File: config.mk
export PLATFORM = sky130hd
export DESIGN_NAME = oled_pattern_gen
export DESIGN_NICKNAME = d
export VERILOG_FILES = /design/src/rtl/oled_pattern_gen.sv
export SDC_FILE = /design/constraint.sdc
export NUM_CORES = 1
export LEC_CHECK = 0
export CORE_MARGIN = 3
export CORE_UTILIZATION = 64
export CTS_BUF_LIST = sky130_fd_sc_hd__clkbuf_16
export DETAILED_ROUTE_END_ITERATION = 16
export DONT_BUFFER_PORTS = 1
export GPL_TIMING_DRIVEN = 1
export PLACE_DENSITY = 0.86
export SYNTH_ARGS = -nofsm -noshare
export SYNTH_HDL_FRONTEND = slang
export SYNTH_SLANG_ARGS = --single-unit
File: constraint.sdc
create_clock -name clk -period 2.6 [get_ports clk]
set_clock_uncertainty 0.15 [all_clocks]
set_input_delay 0.52 -clock clk [delete_from_list [all_inputs] [get_ports clk]]
set_output_delay 0.52 -clock clk [all_outputs]
set_load 0.005 [all_outputs]
File: src/rtl/oled_pattern_gen.sv
// oled_pattern_gen -- RGB565 test-pattern source for an OLED display driver.
//
// The driver presents a pixel coordinate (x,y) each cycle; one cycle later
// color holds the pattern colour for that pixel. A frame starts whenever the
// coordinate enters (0,0); the cycle after that frame_tick pulses, and at the
// end of the tick cycle the mode, frame counter and scroll state update.
//
// Modes: 0 checker, 1 colour bars, 2 gradient, 3 scrolling checker.
// Optional feature macro: OLED_PATTERN_SCROLL_EN. When undefined, the scroll
// offset/divider are not built and mode 3 renders the plain checker.
//
// Ports:
//   clk          rising-edge clock
//   reset        synchronous active-high reset
//   x, y         requested pixel column / row
//   mode_sel     requested pattern mode (adopted on frame_tick)
//   color        registered RGB565 colour for the previous cycle's (x,y)
//   frame_tick   one-cycle pulse at frame start
//   mode_active  mode currently rendered
//   frame_count  frames since reset, wraps 255 -> 0
module oled_pattern_gen #(
  parameter int          X_BITS     = 7,
  parameter int          Y_BITS     = 8,
  parameter int          CELL_LOG2  = 3,
  parameter logic [15:0] COLOR_A    = 16'hF800,
  parameter logic [15:0] COLOR_B    = 16'h07E0,
  parameter int          SCROLL_DIV = 1
) (
  input  logic              clk,
  input  logic              reset,
  input  logic [X_BITS-1:0] x,
  input  logic [Y_BITS-1:0] y,
  input  logic [1:0]        mode_sel,
  output logic [15:0]       color,
  output logic              frame_tick,
  output logic [1:0]        mode_active,
  output logic [7:0]        frame_count
);

  logic [X_BITS-1:0] x_q;
  logic [Y_BITS-1:0] y_q;
  logic              tick_next;
  logic [X_BITS-1:0] xs;
  logic [15:0]       color_next;
  logic [2:0]        bar;

  // Edge-detect entry into the origin so a held (0,0) ticks only once.
  assign tick_next = (x == '0) && (y == '0) && !((x_q == '0) && (y_q == '0));

`ifdef OLED_PATTERN_SCROLL_EN
  logic [7:0] offset;
  logic [7:0] div_cnt;
  logic       mode_chg;

  assign mode_chg = frame_tick && (mode_sel != mode_active);
  assign xs       = x + X_BITS'(offset);

  always_ff @(posedge clk) begin
    if (reset) begin
      offset  <= '0;
      div_cnt <= '0;
    end else if (mode_chg) begin
      offset  <= '0;
      div_cnt <= '0;
    end else if (frame_tick && (mode_active == 2'd3)) begin
      if (div_cnt == 8'(SCROLL_DIV - 1)) begin
        div_cnt <= '0;
        offset  <= offset + 8'd1;
      end else begin
        div_cnt <= div_cnt + 8'd1;
      end
    end
  end
`else
  assign xs = x;
`endif

  assign bar = x[X_BITS-1 -: 3];

  always_comb begin
    color_next = COLOR_A;
    case (mode_active)
      2'd0: color_next = (x[CELL_LOG2] ^ y[CELL_LOG2]) ? COLOR_B : COLOR_A;
      2'd1: color_next = {{5{bar[2]}}, {6{bar[1]}}, {5{bar[0]}}};
      2'd2: color_next = {y[Y_BITS-1 -: 5], x[X_BITS-1 -: 6], 5'd0};
      2'd3: color_next = (xs[CELL_LOG2] ^ y[CELL_LOG2]) ? COLOR_B : COLOR_A;
      default: color_next = COLOR_A;
    endcase
  end

  always_ff @(posedge clk) begin
    if (reset) begin
      // All-ones so an immediate (0,0) after reset starts a frame.
      x_q         <= '1;
      y_q         <= '1;
      frame_tick  <= 1'b0;
      mode_active <= 2'd0;
      frame_count <= 8'd0;
      color       <= COLOR_A;
    end else begin
      x_q        <= x;
      y_q        <= y;
      frame_tick <= tick_next;
      color      <= color_next;
      if (frame_tick) begin
        mode_active <= mode_sel;
        frame_count <= frame_count + 8'd1;
      end
    end
  end

endmodule

==> key figures <==
STA
  – Endpoints failing setup: 0
  – RSZ-0062 raised after global routing: false
  – Slew headroom: 0.698
  – Hold Violations, Final: 0
  – Worst-margin pin slew: between 0.4 and 0.5 ns
  – Setup TNS: 0 ns
  – Min Clock Period, post-route: 1.74 ns
  – Slew Viols, Final: 0
  – Max Clock Freq: approximately 0.57 GHz
  – Final Cycle Share: 0.671

Worst setup path
  – CP max-delay cell: or3b_1
  – Slowest stage delay, CP: 0.47 ns
  – CP cell instances: inv_1, ha_1, nor2b_1, or3b_1, o211ai_1
  – Worst R2R Setup Slack: ~0.86 ns
  – Arr. time, crit path: ~1.8 ns
  – Critical path fanouts, max: 6
  – Worst Path Required: 2.65 ns
  – Setup crit start kind: flip-flop
  – CP Class: flip-flop to flip-flop
  – Crit end category: flip-flop

Die
  – Die area: 2740 um^2
  – Initial Utilization: 0.687
  – Core area: approximately 2000 um^2
  – I/O pin total: 46
  – Die Y: 52.4 um
  – Die Wd: 52.4 um
  – Cell Rows: 16

Yosys
  – Syn avg cell area: 10.3 um^2
  – Post-Syn Area: 1380 um^2
  – Library cells used by synthesis: 33
  – Seq/Total Area, Yosys: 0.553
  – Synthesized net count: between 150 and 200
  – Seq cells post-synth: 38
  – Synthesis Warnings: 0
  – Gate Count Post-Synth: 133

Clock network
  – Clk pin slew, worst setup/hold paths: 0.05 ns
  – Post-CTS setup buffer count: 0
  – Htree depth: 2
  – Post_cts resized: 0
  – Clock tree buffer depth: 2
  – CTS Root Cell: clkbuf_16
  – CTS tree: built
  – Num CTS Buffers: 5
  – Sink Count: 38
  – Hold Buf Count CTS: 0
  – Clock insertion delay at the later pin of the skew report: 0.28 ns

Flow run
  – Max Cap Viol: 0

Power and ir drop
  – Max IR drop VDD: roughly 0.67 mV
  – Pwr dens: around 800 nW/um^2
  – Static Leakage: 0.572 nW

Cells and area
  – Syn-to-layout area delta: 8.28%
  – Non-Filler Cell Area, Final: approximately 1500 um^2
  – Final nets: approximately 150
  – ANT cells: 0
  – FILL cells: 148
  – Share of cells above drive strength 1: 0.182

Global route
  – GRT busiest layer: met2
  – Initial antenna violation count: 0
  – Largest net degree at the start of global routing: 34
  – GRT Util Overall: 0.214
  – Grt total ovfl: 0
  – Met1 Track Usage GR: 0.222
  – Met3 GRT Util: 0.111
  – First-pass GRT wire length: 4120 um
  – Met2 Use GR: 0.360
  – Vias in the first global route: 962

Route
  – Aggregate routed wire length: 2560 um
  – Drt initial violations: 22
  – Drt wl/cell: 16.1 um
  – DR pass1 iterations: 4
  – Remaining antenna violation count: 0
  – Residual DRC: 0
  – Via density: a little under 6
  – Vias: 937

Place
  – Port buffer count: 0
  – Final Wtd Congestion: 0.758
  – Post-DP HPWL: 1790 um
  – Post-DP Area: 1350 um^2

Run status
  – Status: finished clean

Hold path
  – Worst Hold Class: input port to flip-flop
==> flip-flops by register name (all words and copies together), names as in the netlist <==
signal       flops
frame_count      8
frame_tick       1
y_q              8
mode_active      2
x_q              7
color           12
==> through the flow <==
step / power [mW] / setup WS (ns) / hold WS (ns) / utilization / cells
floorplan: 0.658 / 1.01 / 0.307 / - / 133
detailed placement: 0.659 / 0.895 / 0.336 / 0.675 / 151
global placement: 0.657 / 0.931 / 0.332 / 0.675 / 151
finish: 1.20 / 0.856 / 0.153 / 0.744 / 159
global route: 1.24 / 0.758 / 0.141 / 0.744 / 159
CTS: 1.21 / 0.866 / 0.146 / 0.744 / 159
==> logic make-up (layout without fill, tap and decap cells) <==
| family | count (synthesis) | count (layout) | synth area share |
|---|---|---|---|
| xor gates and xnor gates | 5 | 5 | 0.0319 |
| buffers and inverters | 11 | 10 | 0.0473 |
| AOI/OAI and AO/OA | 14 | 14 | 0.0710 |
| DFF | 38 | 38 | 0.553 |
| adders and majority gates | 3 | 3 | 0.0273 |
| and+or+nand+nor | 59 | 59 | 0.248 |
| muxes | 3 | 3 | 0.0218 |
==> power breakdown <==
group | total [mW] | internal [mW] | switching, mW
Combinational | 0.0272 | 0.0171 | 0.0101
Sequential | 0.620 | 0.609 | 0.0103
Clock | 0.556 | 0.346 | 0.210
==> worst max-delay path: cells and delay by family (launching register included) <==
kind | cells | cell delay, ns
AO/OA/AOI/OAI | 1 | 0.12
adder cells (fa/ha/maj) | 1 | 0.27
buffers and inverters | 1 | 0.07
flip-flops | 1 | 0.40
AND/OR/NAND/NOR | 2 | 0.65
==> final cells by class <==
type / count / area (um^2) / area share
multi-input combinational: 84 / 549 / 0.369
sequential: 38 / 761 / 0.511
inverter: 2 / 7.51 / 0.00504
tap: 27 / 33.8 / 0.0227
clock inverter: 3 / 12.5 / 0.00840
clock buffer: 5 / 125 / 0.0840
==> cell usage after synthesis, drive strengths merged <==
| master | instances | area share |
|---|---|---|
| nand4 | 5 | 0.023 |
| nor4 | 7 | 0.032 |
| o21ai | 2 | 0.0073 |
| or3b | 1 | 0.0064 |
| o31ai | 1 | 0.0055 |
| a21o | 5 | 0.027 |
| buf | 6 | 0.034 |
| nor2 | 7 | 0.019 |
| inv | 2 | 0.0055 |
| mux2i | 3 | 0.022 |
| xnor2 | 2 | 0.013 |
| nand3b | 2 | 0.011 |
| nor3b | 1 | 0.0055 |
| or3 | 2 | 0.0091 |
| a31oi | 1 | 0.0046 |
| a221o | 1 | 0.0073 |
| nor2b | 2 | 0.0091 |
| and3b | 1 | 0.0064 |
| a21oi | 3 | 0.014 |
| dfxtp | 38 | 0.55 |
| xor2 | 3 | 0.019 |
| nand3 | 5 | 0.018 |
| or2 | 15 | 0.068 |
| nand2 | 9 | 0.026 |
| clkbuf | 3 | 0.0082 |
| o211ai | 1 | 0.0055 |
| or4 | 2 | 0.014 |
| ha | 3 | 0.027 |
==> cells in the final DEF, fill, tap and decap left out, types with 5 or more instances in the layout <==
cell type / n
a21o_1: 5
clkbuf_16: 5
dfxtp_1: 38
nand2_1: 8
nand3_1: 5
nand4_1: 5
nor2_1: 7
nor4_1: 7
or2_2: 15
==> layer usage <==
layer,vias up,wire (um),part of all wire
li1,450,-,-
met1,441,980,0.38
met2,40,1290,0.50
met3,6,249,0.097
met4,0,40,0.016
met5,-,0,0
==> path summary, 6_finish.rpt <==
| path | start | to | depth (start not counted) |
|---|---|---|---|
| setup / recovery | mode_active[0]$_SDFFE_PP0P_ | color[9]$_SDFF_PP0_ | 5 |
| hold / removal | reset | frame_count[7]$_SDFFE_PP0P_ | 1 |
| setup reg to reg | mode_active[0]$_SDFFE_PP0P_ | color[9]$_SDFF_PP0_ | 5 |
| hold reg to reg | x_q[1]$_SDFF_PP1_ | frame_tick$_SDFF_PP0_ | 2 |
(Power assumes the default switching activity.)
